==> config.mk <==
export PLATFORM = sky130hd
export DESIGN_NAME = mptr_sched
export DESIGN_NICKNAME = d
export VERILOG_FILES = /design/src/rtl/mptr_sched.sv
export SDC_FILE = /design/constraint.sdc
export NUM_CORES = 1
export LEC_CHECK = 0
export CAP_MARGIN = 10
export CORE_UTILIZATION = 39
export DETAILED_ROUTE_END_ITERATION = 7
export PLACE_DENSITY = 0.65
export SLEW_MARGIN = 20
export SYNTH_ARGS = -nofsm -noshare
export SYNTH_HDL_FRONTEND = slang
export SYNTH_SLANG_ARGS = --single-unit
export TNS_END_PERCENT = 20
==> constraint.sdc <==
create_clock -name clk -period 4.3 [get_ports clk]
set_input_delay 0.43 -clock clk [delete_from_list [all_inputs] [get_ports clk]]
set_output_delay 0.43 -clock clk [all_outputs]
set_load 0.1 [all_outputs]
==> src/rtl/mptr_sched.sv <==
// mptr_sched: round-robin scheduler for the memory pointer registers that
// share the CPU address and data buses. One requester is granted at a time.
// The scheduler drives that pointer's bus-enable strobe and the memory
// strobes, waits for the memory handshake or a timeout, and then pulses done
// back to the requester.
//
// Ports
//   clk            system clock, rising edge
//   reset          asynchronous, active-low reset
//   req            per-pointer request, level-sensitive
//   req_op         2-bit op per requester at [2i+1:2i]
//                  (00 rd ptr, 01 rd ptr+1, 10 wr ptr, 11 ptr->dbus only)
//   mem_ready      memory handshake, sampled only in WAIT
//   read_abus      one-hot, pointer i onto abus
//   read_abusplus  one-hot, pointer i+1 onto abus
//   read_dbus      one-hot, pointer i onto dbus
//   mem_rd/mem_wr  memory strobes
//   done           one-cycle completion pulse to the served requester
//   err            one-cycle pulse with done when the access timed out
//   busy           high in every state except IDLE
//
// State | meaning
// IDLE  | no access; arbitrate among pending requests starting at rr
// ADDR  | first cycle of an access; the select strobe rises here
// WAIT  | select strobe held, memory strobe high, waiting for mem_ready
// DONE  | strobes low, done/err pulse, rr moves past the served requester
module mptr_sched #(
  parameter int NREQ     = 4,
  parameter int WAIT_MAX = 15
) (
  input  logic              clk,
  input  logic              reset,
  input  logic [NREQ-1:0]   req,
  input  logic [2*NREQ-1:0] req_op,
  input  logic              mem_ready,
  output logic [NREQ-1:0]   read_abus,
  output logic [NREQ-1:0]   read_abusplus,
  output logic [NREQ-1:0]   read_dbus,
  output logic              mem_rd,
  output logic              mem_wr,
  output logic [NREQ-1:0]   done,
  output logic              err,
  output logic              busy
);

  localparam int GW = $clog2(NREQ);
  localparam int CW = $clog2(WAIT_MAX + 1);

  typedef enum logic [1:0] {
    ST_IDLE = 2'd0,
    ST_ADDR = 2'd1,
    ST_WAIT = 2'd2,
    ST_DONE = 2'd3
  } state_t;

  state_t          state_q, state_d;
  logic [GW-1:0]   g_q, g_d;
  logic [GW-1:0]   rr_q, rr_d;
  logic [1:0]      op_q, op_d;
  logic [CW-1:0]   wait_cnt_q, wait_cnt_d;
  logic            tmo_q, tmo_d;

  // Round-robin search: first requester at or after rr, wrapping.
  logic            arb_found;
  logic [GW-1:0]   arb_win;
  logic [1:0]      arb_op;
  logic [GW-1:0]   arb_g;
  int              arb_idx;

  always_comb begin
    arb_found = 1'b0;
    arb_win   = '0;
    arb_op    = 2'b00;
    arb_g     = '0;
    arb_idx   = 0;
    for (int k = 0; k < NREQ; k++) begin
      arb_idx = (int'(rr_q) + k) % NREQ;
      arb_g   = GW'(arb_idx);
      if (!arb_found && req[arb_g]) begin
        arb_found = 1'b1;
        arb_win   = arb_g;
        arb_op    = req_op[{arb_g, 1'b0} +: 2];
      end
    end
  end

  always_ff @(posedge clk or negedge reset) begin
    if (!reset) begin
      state_q    <= ST_IDLE;
      g_q        <= '0;
      rr_q       <= '0;
      op_q       <= 2'b00;
      wait_cnt_q <= '0;
      tmo_q      <= 1'b0;
    end else begin
      state_q    <= state_d;
      g_q        <= g_d;
      rr_q       <= rr_d;
      op_q       <= op_d;
      wait_cnt_q <= wait_cnt_d;
      tmo_q      <= tmo_d;
    end
  end

  always_comb begin
    state_d    = state_q;
    g_d        = g_q;
    rr_d       = rr_q;
    op_d       = op_q;
    wait_cnt_d = wait_cnt_q;
    tmo_d      = tmo_q;
    case (state_q)
      ST_IDLE: begin
        if (arb_found) begin
          g_d        = arb_win;
          op_d       = arb_op;
          wait_cnt_d = '0;
          tmo_d      = 1'b0;
          state_d    = ST_ADDR;
        end
      end
      ST_ADDR: begin
        state_d = (op_q == 2'b11) ? ST_DONE : ST_WAIT;
      end
      ST_WAIT: begin
        if (mem_ready) begin
          state_d = ST_DONE;
        end else if (wait_cnt_q == CW'(WAIT_MAX - 1)) begin
          tmo_d   = 1'b1;
          state_d = ST_DONE;
        end else begin
          wait_cnt_d = wait_cnt_q + 1'b1;
        end
      end
      ST_DONE: begin
        rr_d    = (g_q == GW'(NREQ - 1)) ? '0 : g_q + 1'b1;
        state_d = ST_IDLE;
      end
      default: begin
        state_d = ST_IDLE;
      end
    endcase
  end

  // Outputs decode only registered state and the latched grant/op, so reset
  // clears them immediately and req cannot reach them combinationally.
  logic [NREQ-1:0] g_oh;
  logic            sel_active;

  always_comb begin
    g_oh          = {{(NREQ-1){1'b0}}, 1'b1} << g_q;
    sel_active    = (state_q == ST_ADDR) || (state_q == ST_WAIT);
    read_abus     = '0;
    read_abusplus = '0;
    read_dbus     = '0;
    if (sel_active) begin
      case (op_q)
        2'b01:   read_abusplus = g_oh;
        2'b11:   read_dbus     = g_oh;
        default: read_abus     = g_oh;
      endcase
    end
    mem_rd = (state_q == ST_WAIT) && !op_q[1];
    mem_wr = (state_q == ST_WAIT) && (op_q == 2'b10);
    done   = (state_q == ST_DONE) ? g_oh : '0;
    err    = (state_q == ST_DONE) && tmo_q;
    busy   = (state_q != ST_IDLE);
  end

endmodule
==> results of run 1 <==
==> registers in the layout, indices dropped and copies added, names as in the netlist <==
signal / cells
tmo_q: 1
op_q: 2
rr_q: 2
state_q: 2
g_q: 2
wait_cnt_q: 4
==> layer usage <==
| metal | up-vias | global-route usage, % | routed length, um |
|---|---|---|---|
| met4 | 0 | 4.87 | 19 |
| li1 | 650 | - | - |
| met3 | 2 | 1.26 | 118 |
| met1 | 601 | 22.7 | 1380 |
| met2 | 39 | 29.2 | 1460 |
| met5 | - | 0 | 0 |
==> final cells by class <==
type / count / area [sq um] / share of cell area (%)
multi-input cells: 134 / 943 / 54.5
inverters: 10 / 37.5 / 2.17
repair buffers: 34 / 340 / 19.7
clock buffers: 4 / 26.3 / 1.52
flip-flops and latches: 13 / 325 / 18.8
well taps: 46 / 57.6 / 3.33
==> power groups by stage <==
stage,Sequential (mW),Clock [mW],Combinational (mW)
detailed placement,0.276,0,0.908
floorplan,0.221,0,0.782
global placement,0.271,0,0.892
finish,0.275,0.0735,0.905
global route,0.289,0.0831,0.981
CTS,0.274,0.0763,0.911
==> Yosys cell counts, drive strengths merged (3+ instances only) <==
cell	instances
ha	11
inv	10
a21oi	7
a22o	3
or3b	3
o21ai	12
o31ai	4
nand2b	5
nor2	10
nor3	4
a211oi	3
and2	18
mux2i	8
nand2	16
nand3b	3
dfrtp	13
buf	7
nor2b	3
==> cell usage in the layout (no fill, tap or decap), types with 2 or more instances in the layout <==
| master | synthesis | final |
|---|---|---|
| nor2_1 | 9 | 9 |
| nand2b_1 | 5 | 5 |
| mux2i_1 | 8 | 8 |
| ha_1 | 11 | 11 |
| o31a_1 | 2 | 2 |
| and2_1 | 18 | 18 |
| nor2b_1 | 3 | 3 |
| a22o_1 | 3 | 3 |
| nor3b_1 | 2 | 2 |
| nand3b_1 | 3 | 3 |
| nand2_1 | 16 | 16 |
| or3b_1 | 3 | 3 |
| o21ai_0 | 12 | 12 |
| clkbuf_4 | 0 | 3 |
| nor3_1 | 4 | 4 |
| a21oi_1 | 7 | 7 |
| o31ai_1 | 4 | 4 |
| a211oi_1 | 2 | 2 |
| clkdlybuf4s50_1 | 0 | 34 |
| inv_1 | 9 | 9 |
| nand3_1 | 2 | 2 |
| dfrtp_1 | 13 | 13 |
| a311oi_1 | 2 | 2 |
| a32oi_1 | 2 | 2 |
==> worst reg2reg max path: stages, from the launching register on <==
cell and delay [ps]:
dfrtp_1 800, inv_1 240, o31ai_1 460, a21o_1 220, a211oi_1 60, o31ai_1 260
==> final timing paths <==
kind	from	cells after the start	slack, ps	endpoint
min	reset	1	520	wait_cnt_q[2]
min reg2reg	tmo_q	2	540	tmo_q
max	state_q[0]	5	1220	read_abus[3]
min in group clk	tmo_q	2	540	tmo_q
max reg2reg	rr_q[0]	5	2160	op_q[0]
max in group asynchronous	reset	1	3410	g_q[0]
==> through the flow <==
stage / area [sq um] / setup WS (ps) / hold WS (ps)
after floorplan: 1370 / 1610 / 134
after global placement: 1700 / 1610 / 513
after detailed placement: 1700 / 1520 / 533
after CTS: 1730 / 1220 / 534
after global routing: 1730 / 1060 / 566
final: 1730 / 1220 / 518
==> logic make-up after synthesis <==
logic type	after synthesis
flip-flops	13
multiplexers	11
AO/OA/AOI/OAI	41
buffers and inverters	18
AND/OR/NAND/NOR	71
adder cells (fa/ha/maj)	11
==> metrics.md, run 1 <==
| Metric | Value |
|---|---|
| PD cells | 725 mW/mm^2 |
| Netlist cell types | 43 |
| Cell Chain, Critical Path | inv_1, ha_1, nor2b_1, and2_1, clkdlybuf4s50_1 |
| Family with the most delay on the worst path | buffers and inverters |
| Largest net degree at the start of global routing | 21 |
| Int Power | 0.504 mW |
| Number of max-cap violations | 0 |
| Final Skew | 7.68 ps |
| Post-synthesis cell count | 165 |
| #FFs+latches synth | 13 |
| Worst-Margin Slew | a little under 1000 ps |
| Root Buffer | clkbuf_4 |
| XOR/XNOR Fraction of Synth Area | 0% |
| Clk buf depth | 2 |
| Nets@finish | 222 |
| DR iter-0 viols | 52 |
| Critical Path AT | 2650 ps |
| # DRC | 0 |
| Clock H-tree levels | 1 |
| Setup_tns | 0 ps |
| RSZ-0062 raised after global routing | false |
| Finished Core Util | ~52% |
| Routed WL | between 2000 and 3000 um |
| Global Route Usage Sum | 16.9% |
| Post-CTS setup buffer count | 0 |
| Crit-path slowest cell | clkdlybuf4s50_1 |
| Net Sw Frac | 59.8% |
| Full die area | 0.00375 sq mm |
| Final ANT Viol Nets | 0 |
| Startpoint types | flop |
| Register area share after synthesis | 23.8% |
| Post-synthesis adder-cell area fraction | 10.1% |
| Critical path capture point type | primary output |
| Syn Std Cell Area | between 0.001 and 0.0015 sq mm |
| Clock power frac | 5.9% |
| Avg Inst Size Synth | 8.30 sq um |
| Comb power frac | 72.2% |
| Synthesized Nets | 191 |
| Area leader, netlist | dfrtp_1 |
| EDFF count, synth | 0 |
| Share of the synthesized area in the top cell type | a little under a quarter |
| Clock sinks | 13 |
| Die X | 61.2 um |
| Top FF cell, synth | dfrtp_1 |
| Setup Viol. Count Final | 0 |
| Routed vias | 1292 |
| Tmin final | 3080 ps |
| Layout area overhead | 26.4% |
| DR vias/cell | 5.36 |
| Post-Synth Simple-Gate Area | 28.6% |
| Maximum vdd drop | 0.202 mV |
| Fmax | 325 MHz |
| Port buffer count | 34 |
| Initial antenna violation count | 0 |
| WP data required | approximately 3900 ps |
| Post-DP HPWL | 2340 um |
| WP buf/inv | 2 |
| CTS Hold Bufs | 0 |
| Static Leakage | 0.737 nW |
| Net switching power | about 0.75 mW |
| CTS tree | done |
| Worst-Skew Late Latency | 270 ps |
| Total CTS buffers | 3 |
| Flop pwr share | 21.9% |
| Status | finished, final reports clean |
| Post-Layout Cell Count | approximately 240 |
| Post-cts sizing count | 0 |
| I/O Pins | 35 |
| # diodes | 0 |
| Total power | 1.25 mW |
| Share of cells above drive strength 1 | about 4% |
| Initial Utilization | 41.0% |
| CP peak stage delay | 1130 ps |
| First-pass GRT wire length | 4800 um |
| First-pass iteration count of the detailed router | 4 |
| # rows | 21 |
| Fillcell total | 333 |
| Crit path max fanout | 5 |
| Vias in the first global route | between 1000 and 1500 |
| Die height | 61.2 um |
| Placed Cells | 237 |
| Global route overflow | 0 |
| Combinational family with the most area after synthesis | simple AND/OR/NAND/NOR gates |
| Synth warnings | 0 |
| Max transition margin | 34.8% |
| Worst-path clk slew | 80 ps |
| Global placer's final weighted congestion | 0.851 |
| Final Max Slew Viols | 0 |
| Min-Delay Path Class | input pin to asynchronous set/reset pin |
| Async S/R FF share, synth | 100% |
| CORE AREA | about 0.0033 sq mm |
| WL/cell | 12.4 um |
| Synth Area in Compound Gates | a little over a fifth |
| Crit path kind | flop to primary output |
| Final hold viol count | 0 |
| Fin crit share | between 70% and 80% |
| Synth area leaders | dfrtp_1, ha_1, and2_1 |
| Mux share of post-synthesis cell area | 9.41% |
Power figures use the tool's default switching activity.
==> inputs of run 2 (changes only) <==
--- a/config.mk
+++ b/config.mk
@@ -8,7 +8,7 @@
 export CAP_MARGIN = 10
 export CORE_UTILIZATION = 39
 export DETAILED_ROUTE_END_ITERATION = 7
-export PLACE_DENSITY = 0.65
+export PLACE_DENSITY = 0.68
 export SLEW_MARGIN = 20
 export SYNTH_ARGS = -nofsm -noshare
 export SYNTH_HDL_FRONTEND = slang
==> constraint.sdc (replaced) <==
create_clock -name clk -period 2.5 [get_ports clk]
set_input_delay 0.25 -clock clk [delete_from_list [all_inputs] [get_ports clk]]
set_output_delay 0.25 -clock clk [all_outputs]
set_load 0.1 [all_outputs]
==> run 2 against run 1 <==
Compared with the run above: cell count up 0.41%; clock power grew 78%; power up 84%; wire length rose by 11%.
==> metrics.md, run 2 (synthesized netlist as in run 1, its figures left out) <==
| Metric | Value |
|---|---|
| Post-Layout Cell Count | 242 (was 241) |
| Most frequent cells in the layout | and2_1, nand2_1, clkdlybuf4s50_1, dfrtp_1 (was clkdlybuf4s50_1, and2_1, nand2_1, dfrtp_1, o21ai_0) |
| Die X | 61.2 um (unchanged) |
| Routed WL | 3320 um (was 2980 um) |
| Final Skew | 0.511 ps (was 7.68 ps) |
| Int Power | 0.957 mW (was 0.504 mW) |
| Fmax | 487 MHz |
| Port buffer count | 34 (unchanged) |
| Max reg flops | 4 (unchanged) |
| Maximum vdd drop | 0.383 mV (was 0.202 mV) |
| # rows | 21 (unchanged) |
| Worst-Margin Slew | 594 ps (was 975 ps) |
| Min-Delay Path Class | input pin to asynchronous set/reset pin (unchanged) |
| Vias in the first global route | 1168 (was 1068) |
| WP data required | 2250 ps (was 3870 ps) |
| Critical path capture point type | primary output (unchanged) |
| Post-CTS setup buffer count | 0 (unchanged) |
| Final ANT Viol Nets | 0 (unchanged) |
| Setup Viol. Count Final | 0 (unchanged) |
| Worst-path clk slew | 80 ps (about the same) |
| Clock power frac | 5.7% (was 5.9%) |
| CP peak stage delay | 400 ps (was 1130 ps) |
| Static Leakage | 0.817 nW (was 0.737 nW) |
| Critical Path AT | 1810 ps (was 2650 ps) |
| Reg-to-reg endpoint | op_q[0] (unchanged) |
| Worst reg-to-reg setup slack | 530 ps (was 2160 ps) |
| Net Sw Frac | 58.4% (was 59.8%) |
| # diodes | 0 (unchanged) |
| PD cells | 1250 mW/mm^2 (was 725 mW/mm^2) |
| Post-DP HPWL | 2620 um (was 2340 um) |
| Root Buffer | clkbuf_4 (unchanged) |
| Global route overflow | 0 (unchanged) |
| Worst r2r src | rr_q[1] (was rr_q[0]) |
| CORE AREA | 0.00334 sq mm (unchanged) |
| First-pass GRT wire length | 5270 um (was 4800 um) |
| Crit-path slowest cell | dfrtp_1 (was clkdlybuf4s50_1) |
| Most common cell after layout, fill and taps aside | and2_1 (was clkdlybuf4s50_1) |
| Status | finished, final reports clean (unchanged) |
| DR iter-0 viols | 95 (was 52) |
| Comb power frac | 75.9% (was 72.2%) |
| Largest net degree at the start of global routing | 20 (was 21) |
| Total CTS buffers | 3 (unchanged) |
| Nets@finish | 223 (was 222) |
| Worst-Skew Late Latency | 280 ps (was 270 ps) |
| Clock sinks | 13 (unchanged) |
| Total power | 2.30 mW (was 1.25 mW) |
| Clk buf depth | 2 (unchanged) |
| Final Max Slew Viols | 0 (unchanged) |
| Largest register by flop count | wait_cnt_q (unchanged) |
| Share of cells above drive strength 1 | 15.8% (was 4.10%) |
| Die height | 61.2 um (unchanged) |
| Full die area | 0.00375 sq mm (unchanged) |
| Tmin final | 2060 ps |
| Setup_tns | 0 ps (unchanged) |
| WL/cell | 13.7 um (was 12.4 um) |
| Startpoint types | flop (unchanged) |
| Net switching power | 1.35 mW (was 0.750 mW) |
| FF-to-FF path depth | 5 (unchanged) |
| Routed vias | 1314 (was 1292) |
| Global placer's final weighted congestion | 0.854 (was 0.851) |
| Crit path max fanout | 4 (was 5) |
| RSZ-0062 raised after global routing | false (unchanged) |
| Initial antenna violation count | 0 (unchanged) |
| Final hold viol count | 0 (unchanged) |
| Placed Cells | 238 (was 237) |
| Layout area overhead | 34.6% (was 26.4%) |
| Crit path kind | flop to primary output (unchanged) |
| Fin crit share | 82.2% |
| Reg area | 325 sq um (unchanged) |
| CTS Hold Bufs | 0 (unchanged) |
| Hold Slack | 339 ps (was 518 ps) |
| Multi-input gate area | 946 sq um (was 943 sq um) |
| Global Route Usage Sum | 18.8% (was 16.9%) |
| First-pass iteration count of the detailed router | 4 (unchanged) |
| I/O Pins | 35 (unchanged) |
| Cell Chain, Critical Path | inv_1, ha_1, nor2b_1, and2_1, buf_12 (was inv_1, ha_1, nor2b_1, and2_1, clkdlybuf4s50_1) |
| Flop pwr share | 18.4% (was 21.9%) |
| Clock H-tree levels | 1 (unchanged) |
| Fillcell total | 329 (was 333) |
| CTS tree | done (unchanged) |
| Post-cts sizing count | 0 (unchanged) |
| DR vias/cell | 5.43 (was 5.36) |
| Number of max-cap violations | 0 (unchanged) |
| Max transition margin | 60.0% (was 34.8%) |
| # DRC | 0 (unchanged) |
| Initial Utilization | 41.0% (unchanged) |
[run 2: changes by cell type in the layout (fill, tap and decap cells not counted)]
| cell | delta |
|---|---|
| buf_12 | +12 |
| nor2b_2 | +1 |
| clkbuf_1 | -1 |
| clkinv_2 | +1 |
| buf_4 | +9 |
| clkdlybuf4s50_1 | -20 |
| nor2b_1 | -1 |
[run 2: per-stage QoR]
stage	utilization (%)	cell area, sq um	worst slack (ps)
2_1_floorplan	-	1370	503
3_3_place_gp	54.4	1810	370
3_5_place_dp	54.4	1810	278
4_1_cts	55.2	1840	438
5_1_grt	55.2	1840	303
6_report	55.2	1840	445
[run 2: routing by layer]
metal  GRT usage [%]  vias to the layer above  part of all wire [%]
met1            26.3                      624                    47
met5               0                        -                     0
met3            3.57                        2                   3.7
met2            30.9                       32                    49
met4            2.60                        0                 0.060
li1                -                      656                     -
[run 2: power groups by stage]
stage                     clock network, mW  registers [mW]  logic [mW]
after floorplan                           0           0.382        1.35
after global placement                    0           0.423        1.69
after detailed placement                  0           0.426        1.74
after CTS                             0.139           0.422        1.74
after global routing                  0.149           0.445        1.88
final                                 0.131           0.424        1.75
[run 2: layout make-up]
class                      instances  share of cell area, %
clock inverter                     1                  0.272
timing repair buffer              35                   24.3
inverter                          10                   2.04
clock buffer                       3                   1.22
multi-input combinational        134                   51.4
tap                               46                   3.12
sequential                        13                   17.7
[run 2: worst max path at each step]
| stage | slack (ps) | to | depth (start not counted) | start |
|---|---|---|---|---|
| 2_1_floorplan | 500 | mem_rd | 4 | state_q[0] |
| 3_3_place_gp | 370 | wait_cnt_q[3] | 5 | req[0] |
| 3_5_place_dp | 280 | wait_cnt_q[3] | 5 | req[0] |
| 4_1_cts | 440 | read_abus[3] | 5 | state_q[0] |
| 5_1_grt | 300 | read_abus[1] | 5 | state_q[0] |
| 6_report | 440 | read_abus[3] | 5 | state_q[1] |
[run 2: critical path: cells and delay by family, from the launching register on]
kind	cells	cell delay, ps
simple gates	2	500
fa+ha+maj	1	330
buf+inv	2	290
flops	1	400
